$ cat config.mk
export PLATFORM = sky130hd
export DESIGN_NAME = nonrestoring_divider_flat
export DESIGN_NICKNAME = d
export VERILOG_FILES = /design/src/rtl/div_pkg.sv /design/src/rtl/nonrestoring_divider_if.sv /design/src/rtl/div_addsub.sv /design/src/rtl/nonrestoring_divider.sv /design/src/flat_wrapper.sv
export SDC_FILE = /design/constraint.sdc
export NUM_CORES = 1
export LEC_CHECK = 0
export CAP_MARGIN = 20
export CORE_ASPECT_RATIO = 0.75
export CORE_UTILIZATION = 50
export CTS_BUF_LIST = sky130_fd_sc_hd__clkbuf_2
export DETAILED_ROUTE_END_ITERATION = 7
export DONT_BUFFER_PORTS = 1
export GPL_TIMING_DRIVEN = 0
export PLACE_DENSITY_LB_ADDON = 0.2
export SLEW_MARGIN = 20
export SYNTH_ARGS = -nofsm -noshare
export SYNTH_HDL_FRONTEND = slang
export SYNTH_HIERARCHICAL = 1
export SYNTH_SLANG_ARGS = --single-unit
export TNS_END_PERCENT = 1
$ cat constraint.sdc
create_clock -name clk -period 3.3 [get_ports clk]
set_input_delay 0.495 -clock clk [delete_from_list [all_inputs] [get_ports clk]]
set_output_delay 0.495 -clock clk [all_outputs]
set_load 0.02 [all_outputs]
$ cat src/rtl/div_pkg.sv
// div_pkg: shared definitions for the sequential non-restoring divider.
//   DIV_WIDTH    - default divisor/quotient/remainder width
//   div_state_e  - FSM state encoding (IDLE/ITER/FIX/DONE)
//   div_cnt_w()  - iteration counter width for a given WIDTH
package div_pkg;

    localparam int DIV_WIDTH = 6;

    typedef enum logic [1:0] {
        IDLE = 2'd0,
        ITER = 2'd1,
        FIX  = 2'd2,
        DONE = 2'd3
    } div_state_e;

    // Counter must hold 0..WIDTH.
    function automatic int div_cnt_w(input int w);
        return $clog2(w + 1);
    endfunction

    localparam int DIV_CNT_W = div_cnt_w(DIV_WIDTH);

endpackage

$ cat src/rtl/nonrestoring_divider_if.sv
// nonrestoring_divider_if: load/ready handshake bundle of the divider.
//   master: load, dividend (2*WIDTH), divisor (WIDTH) out; results in
//   slave : operands in; quotient, remainder, ready, err out
interface nonrestoring_divider_if #(
    parameter int WIDTH = div_pkg::DIV_WIDTH
);
    logic                 load;
    logic [2*WIDTH-1:0]   dividend;
    logic [WIDTH-1:0]     divisor;
    logic [WIDTH-1:0]     quotient;
    logic [WIDTH-1:0]     remainder;
    logic                 ready;
    logic                 err;

    modport master (
        output load, dividend, divisor,
        input  quotient, remainder, ready, err
    );

    modport slave (
        input  load, dividend, divisor,
        output quotient, remainder, ready, err
    );
endinterface

$ cat src/rtl/div_addsub.sv
// div_addsub: N-bit adder/subtractor. sub=1 computes a-b as a + ~b + 1
// (operand inversion plus carry-in), sub=0 computes a+b.
//   a, b : operands
//   sub  : 1 = subtract
//   sum  : result, wraps modulo 2^N
module div_addsub #(
    parameter int N = 8
) (
    input  logic [N-1:0] a,
    input  logic [N-1:0] b,
    input  logic         sub,
    output logic [N-1:0] sum
);
    assign sum = a + (b ^ {N{sub}}) + N'(sub);
endmodule

$ cat src/rtl/nonrestoring_divider.sv
// nonrestoring_divider: sequential unsigned non-restoring divider,
// one quotient bit per clock, 2*WIDTH / WIDTH -> WIDTH q, WIDTH r.
//   clk, rst_n : clock, async active-low reset
//   bus        : slave side of nonrestoring_divider_if
//                (load, dividend, divisor -> quotient, remainder, ready, err)
// Optional macro DIV_ERR_CHECK_EN: flag divide-by-zero / quotient overflow
// at load and finish one clock later with err=1, quotient all ones, rem 0.
module nonrestoring_divider
    import div_pkg::*;
#(
    parameter int WIDTH = DIV_WIDTH
) (
    input  logic                    clk,
    input  logic                    rst_n,
    nonrestoring_divider_if.slave   bus
);
    localparam int CNT_W = div_cnt_w(WIDTH);
    localparam int RW    = WIDTH + 2;

    div_state_e       state_q, state_d;
    logic [RW-1:0]    r_q, r_d;        // signed partial remainder
    logic [WIDTH-1:0] q_q, q_d;        // dividend low half / quotient bits
    logic [WIDTH-1:0] d_q, d_d;
    logic [CNT_W-1:0] cnt_q, cnt_d;
    logic [WIDTH-1:0] quot_q, quot_d;
    logic [WIDTH-1:0] rem_q, rem_d;
    logic             err_q, err_d;
    logic             errp_q, errp_d;  // error seen at load, resolved next cycle
    logic             err_chk;

    logic [RW-1:0]    as_a, as_sum;
    logic             as_sub;

    // ITER works on the left-shifted {R,Q}; FIX adds D back to R.
    always_comb begin
        if (state_q == FIX) begin
            as_a   = r_q;
            as_sub = 1'b0;
        end else begin
            as_a   = {r_q[RW-2:0], q_q[WIDTH-1]};
            as_sub = ~r_q[RW-1];
        end
    end

    div_addsub #(.N(RW)) u_addsub (
        .a   (as_a),
        .b   ({2'b00, d_q}),
        .sub (as_sub),
        .sum (as_sum)
    );

    always_comb begin
`ifdef DIV_ERR_CHECK_EN
        err_chk = (bus.divisor == '0) ||
                  (bus.dividend[2*WIDTH-1:WIDTH] >= bus.divisor);
`else
        err_chk = 1'b0;
`endif
    end

    always_comb begin
        state_d = state_q;
        r_d     = r_q;
        q_d     = q_q;
        d_d     = d_q;
        cnt_d   = cnt_q;
        quot_d  = quot_q;
        rem_d   = rem_q;
        err_d   = err_q;
        errp_d  = errp_q;
        if (bus.load) begin
            r_d     = {2'b00, bus.dividend[2*WIDTH-1:WIDTH]};
            q_d     = bus.dividend[WIDTH-1:0];
            d_d     = bus.divisor;
            cnt_d   = '0;
            state_d = ITER;
            err_d   = 1'b0;
            errp_d  = err_chk;
        end else begin
            case (state_q)
                ITER: begin
                    if (errp_q) begin
                        state_d = DONE;
                        err_d   = 1'b1;
                        quot_d  = '1;
                        rem_d   = '0;
                        errp_d  = 1'b0;
                    end else begin
                        r_d   = as_sum;
                        q_d   = {q_q[WIDTH-2:0], ~as_sum[RW-1]};
                        cnt_d = cnt_q + CNT_W'(1);
                        if (cnt_q == CNT_W'(WIDTH - 1)) state_d = FIX;
                    end
                end
                FIX: begin
                    if (r_q[RW-1]) r_d = as_sum;
                    quot_d  = q_q;
                    rem_d   = r_q[RW-1] ? as_sum[WIDTH-1:0] : r_q[WIDTH-1:0];
                    state_d = DONE;
                end
                default: ;
            endcase
        end
    end

    always_ff @(posedge clk or negedge rst_n) begin
        if (!rst_n) begin
            state_q <= IDLE;
            r_q     <= '0;
            q_q     <= '0;
            d_q     <= '0;
            cnt_q   <= '0;
            quot_q  <= '0;
            rem_q   <= '0;
            err_q   <= 1'b0;
            errp_q  <= 1'b0;
        end else begin
            state_q <= state_d;
            r_q     <= r_d;
            q_q     <= q_d;
            d_q     <= d_d;
            cnt_q   <= cnt_d;
            quot_q  <= quot_d;
            rem_q   <= rem_d;
            err_q   <= err_d;
            errp_q  <= errp_d;
        end
    end

    assign bus.quotient  = quot_q;
    assign bus.remainder = rem_q;
    assign bus.ready     = (state_q == IDLE) || (state_q == DONE);
    assign bus.err       = err_q;

endmodule
$ cat src/flat_wrapper.sv
// flat-port wrapper written by rule: the top's interface ports become plain ports
module nonrestoring_divider_flat import div_pkg::*;
#(
    parameter int WIDTH = DIV_WIDTH
)
  (clk, rst_n, bus_load, bus_dividend, bus_divisor, bus_quotient, bus_remainder, bus_ready, bus_err);
  nonrestoring_divider_if #(.WIDTH(WIDTH)) bus_i ();
  input  logic clk;
  input  logic rst_n;
  input wire logic [$bits(bus_i.load)-1:0] bus_load;
  input wire logic [$bits(bus_i.dividend)-1:0] bus_dividend;
  input wire logic [$bits(bus_i.divisor)-1:0] bus_divisor;
  output wire logic [$bits(bus_i.quotient)-1:0] bus_quotient;
  output wire logic [$bits(bus_i.remainder)-1:0] bus_remainder;
  output wire logic [$bits(bus_i.ready)-1:0] bus_ready;
  output wire logic [$bits(bus_i.err)-1:0] bus_err;
  assign bus_i.load = bus_load;
  assign bus_i.dividend = bus_dividend;
  assign bus_i.divisor = bus_divisor;
  assign bus_quotient = bus_i.quotient;
  assign bus_remainder = bus_i.remainder;
  assign bus_ready = bus_i.ready;
  assign bus_err = bus_i.err;
  nonrestoring_divider #(.WIDTH(WIDTH)) u_core (.clk(clk), .rst_n(rst_n), .bus(bus_i));
endmodule
* Yosys cells after proc, flatten, opt, wreduce, memory -nomap -nowiden
Index checks and enable logic that the tools add are counted.
Storage, ports and cells: word-level logic and storage cells 64, latch bits 0, input bits 21, bits in registers 39, memories 0, memory bits (read-only) 0, bits in writable memories 0
Operators by class: multiply operators 0, reduce and logical (&&, ||, !) cells 12, shift operators 0, mux-type cells 26, eq/ne operators 9, bitwise operators 4, divide/modulo/power cells 0, $lt $le $gt $ge 0, add/subtract/negate cells 3
Operators by type and width (number):
- $mux 6 | 6
- $mux 8 | 4
- $pmux 6 s2 | 2
- $pmux 8 s2 | 1
- $mux 3 | 3
- $add 8x1->8 | 1
- $add 8x8->8 | 1
- $reduce_and 2->1 | 4
- $xor 6x8->8 | 1
- $mux 1 | 6
- $mux 2 | 3
- $reduce_and 3->1 | 2
- $reduce_bool 2->1 | 3
- $eq 2x2->1 const B | 2
- $ne 4x2->1 const B | 1
- $pmux 2 s2 | 1
- $add 3x1->3 const B | 1
- $eq 3x3->1 const B | 1
- $ne 3x2->1 const B | 1
- $ne 3x3->1 const B | 1
- $not 1->1 | 3
- $reduce_bool 3->1 | 1
- $eq 2x1->1 const B | 1
- $logic_not 2->1 | 1
- other kinds (3) | 3

* Logic depth before layout (Yosys ltp)
depth in word-level cells 9, mapped depth 13, mapped depth without buffers 12

* By module
The synthesis kept the hierarchy.
By module, submodules not included:
- nonrestoring_divider | seq. area each 950.9 µm², instances 1, area each 1851.8 µm², cells each 163
- div_addsub | seq. area each 0.0 µm², instances 1, area each 394.1 µm², cells each 47

* Worst setup path after synthesis
OpenSTA, ideal clock, no wires.
kind reg-to-reg, from reg u_core.state_q[0], to reg u_core.r_q[6], arrival time 2.860 ns, clock period less this slack 2.985 ns, library setup time 0.125 ns, path buffers 1, setup slack 0.315 ns, cell stages (with the launch flop) 13, cells stage by stage dfrtp_1 inv_1 ha_1 buf_2 mux2_2 mux2_4 fa_1 a21o_1 a21oi_1 nand3b_1 nand3_1 nor3b_1 mux2_2
RTL lines:
- start: declaration | line nonrestoring_divider.sv:20 | div_state_e state_q, state_d;
- start signal: assignment | line nonrestoring_divider.sv:118 | state_q <= state_d;
- $eq 2x2->1 (*) | line nonrestoring_divider.sv:36 | if (state_q == FIX) begin
- $mux 8 (*) | line nonrestoring_divider.sv:36
- named net u_core.as_a[0] | line nonrestoring_divider.sv:31 | logic [RW-1:0] as_a, as_sum;
- $add 8x8->8 (*) | line div_addsub.sv:14 | assign sum = a + (b ^ {N{sub}}) + N'(sub);
- $add 8x1->8 (*) | line div_addsub.sv:14
- named net u_core.as_sum[6] | line nonrestoring_divider.sv:31
- $mux 8, on equally long branches | line nonrestoring_divider.sv:96, nonrestoring_divider.sv:82
- $pmux 8 s2 (*) | line nonrestoring_divider.sv:80 | case (state_q)
- $mux 8 (*) | line nonrestoring_divider.sv:71 | if (bus.load) begin
- end signal: assignment | line nonrestoring_divider.sv:119 | r_q <= r_d;
- end: declaration | line nonrestoring_divider.sv:21 | logic [RW-1:0] r_q, r_d;
Mark *: on every way through the listed nets, which the timed path passes. The rest lies on a longest branch. The select of a mux whose other input is x is not followed. A chain may end at the register's enable or synchronous reset.

* Final worst setup path
Ends and elaborated chain as after synthesis.

==> results by group <==
Drt
  • Final wirelength: 4.69 mm
  • Drt via density: 5.59
  • Routed via count: 1,542
  • Routed Antenna Nets: 0
  • DR DRC count: 0
  • DRT Pass-1 Iters: 4
  • Avg WL per Cell: 17.0 µm
  • Initial drt markers: 97

Logic synthesis
  • Post-synth top area cell: dfrtp_1
  • Synthesized-area fraction occupied by adder cells: 0.0702
  • Post-synthesis mux area share: 0.191
  • Synthesized instance count: 210
  • Simple-gate share of the synthesized area: 0.111
  • Synth unique cells: 34
  • Count leader, synth: dfrtp_1
  • Synthesized area: 2250 µm²
  • Syn Area/Cell: 10.7 µm²
  • Most frequent cells after synthesis: dfrtp_1 (38), mux2_2 (27), nand2_1 (21)
  • Register area share after synthesis: 0.423
  • Flops & latches, synth: 38
  • Synth Area in Compound Gates: 0.103
  • Largest family of logic cells by synthesized area: multiplexers
  • XOR/XNOR Fraction of Synth Area: 0.0624
  • Ys Warns: 6
  • Async SR Flop Fraction: 1.00
  • Top cells by area, synth: dfrtp_1 (42%), mux2_2 (14%), ha_1 (6.1%)
  • Post-synth EDFFs: 0
  • Top-area cell type share of the netlist area: 0.423
  • Ys flop type: dfrtp_1

Power
  • Leak pwr: 1.15 nW
  • Worst VDD drop: 0.429 mV
  • Pwr/cell area: 922 nW/µm²

Floorplan
  • DIE HEIGHT: 60.0 µm
  • Die width: 79.4 µm
  • Die area: 4770 µm²
  • Ports: 35
  • FP Rows: 20
  • Starting Density: 0.537
  • Core area: 4180 µm²

Setup path
  • CP Data Required Time: 3.60 ns
  • Kind of critical path: flop to flop
  • Endpoint class of the critical path: flop
  • Reg2Reg Setup Slack: 0.11 ns
  • Worst Path Arrival: 3.49 ns
  • Startpoint types: flop
  • Worst-path fanout max: 10

Global routing
  • Largest net degree at the start of global routing: 39
  • Antenna violations before repair: 0
  • Vias in the first global route: 1,557
  • Total global routing overflow: 0
  • GRT Util Overall: 0.215
  • First-pass GRT wire length: 7.49 mm

Clock network
  • Clk sinks: 38
  • Max clock buf depth: 2
  • Clock latency at the later pin of the worst-skew pair: 0.38 ns
  • Htree depth: 2
  • CTS Buf Count: 5
  • Post-CTS setup buffer count: 0
  • Clock slew at reported path FFs: 0.20 ns
  • CTS tree: built
  • Root Buffer: clkbuf_2

Timing
  • Hold Vio Cnt, Final: 0
  • Max-slew violations: 0
  • Layout Skew: 0.0173 ns
  • Setup TNS: 0 ns
  • Min Tclk post-route: 3.19 ns
  • Worst-Margin Slew: 0.510 ns
  • Final setup fails: 0
  • Slew HR: 0.660
  • Fin crit share: 0.968
  • Highest clock rate: 0.313 GHz

Placed design
  • Placed Cells: 266
  • RePlAce Congestion: 0.823
  • Area post-placement: 2320 µm²
  • Count of input and output buffers: 0
  • Hpwl dp: 3.46 mm

Job
  • Max cap viols: 0

Finish
  • Post-route non-filler standard cell count: 276
  • # fillers: 372
  • Area grow syn2layout: 7.74%
  • Nets: 253
  • Ratio of cells with drive above 1 in the final layout: 0.240
  • Inserted Diodes: 0
  • Final Cell Area: 2420 µm²

Status
  • Outcome: complete, no violations

Min path
  • Hold WC Path Type: primary input to flop
power by group:
part	switching, mW	leakage (nW)	internal (mW)
logic	0.671	0.620	0.576
clock network	0.155	0.0427	0.126
registers	0.123	0.483	0.581
cells in the final DEF, fill, tap and decap left out, types with 5 or more instances in the layout:
cell type,Yosys,final
ha_1,11,11
inv_1,7,7
mux2_2,27,27
nor2_1,9,9
buf_2,9,8
xnor2_1,6,6
xor2_1,10,10
dfrtp_1,38,38
mux2i_1,11,11
clkbuf_2,0,5
nand2b_1,7,7
o21ai_0,20,20
nand2_1,21,21
through the flow:
stage	hold WS (ns)	power (mW)	util	worst slack (ns)
finish	0.225	2.23	0.579	0.107
CTS	0.204	2.20	0.578	0.0123
global route	0.204	2.38	0.579	-0.00500
floorplan	0.199	1.65	-	0.315
global placement	0.200	1.83	0.555	0.122
detailed placement	0.200	1.90	0.555	0.0435
worst max-delay path: stages (launching register included):
cell and delay (ns):
dfrtp_1 0.44, inv_1 0.10, ha_1 0.25, buf_4 0.23, mux2_2 0.37, mux2_4 0.29, fa_1 0.40, a21o_1 0.18
a21oi_2 0.20, nand3b_1 0.14, nand3_1 0.09, nor3b_1 0.15, mux2_2 0.28
logic make-up after synthesis:
logic type,count (synthesis)
other cells,1
flops,38
fa+ha+maj,12
simple gates,51
mux,39
xor+xnor,16
compound gates,36
buf+inv,17
registers in the layout, indices dropped and copies added (netlist names):
| signal | cells |
|---|---|
| u_core/q_q | 6 |
| u_core/bus.quotient | 6 |
| u_core/bus.remainder | 6 |
| u_core/d_q | 6 |
| u_core/r_q | 8 |
| u_core/state_q | 2 |
| u_core/cnt_q | 3 |
| u_core/bus.err | 1 |
layout make-up:
type	count	area, µm²	share of cell area
Buffer	10	58.8	0.0243
Clock inverter	3	40.0	0.0165
Multi-Input combinational cell	156	1220	0.504
Clock buffer	5	25.0	0.0103
Inverter	7	26.3	0.0109
Sequential cell	38	951	0.393
Tap cell	55	68.8	0.0284
Timing Repair Buffer	2	30.0	0.0124
metal layers:
layer,global-route usage,vias to the layer above,share of wire
met4,0.0649,0,0.013
met2,0.340,49,0.46
li1,-,736,-
met3,0.0611,6,0.053
met5,0,-,0
met1,0.288,751,0.48
timing repair:
action                     CTS  global route
hold endpoints to repair    38             0
setup endpoints to repair    0             5
hold buffers                 2             0
gates resized for setup      0             3
path summary, 6_finish.rpt:
kind / from / endpoint / cells past startpoint
setup / recovery: u_core/state_q[0] / u_core/r_q[6] / 12
hold / removal: bus_dividend[4] / u_core/q_q[4] / 2
setup reg to reg: u_core/state_q[0] / u_core/r_q[6] / 12
hold reg to reg: u_core/d_q[5] / u_core/d_q[5] / 1
max in group asynchronous: rst_n / u_core/d_q[5] / 2
min in group asynchronous: rst_n / u_core/bus.remainder[4] / 2
(Power assumes the default switching activity.)
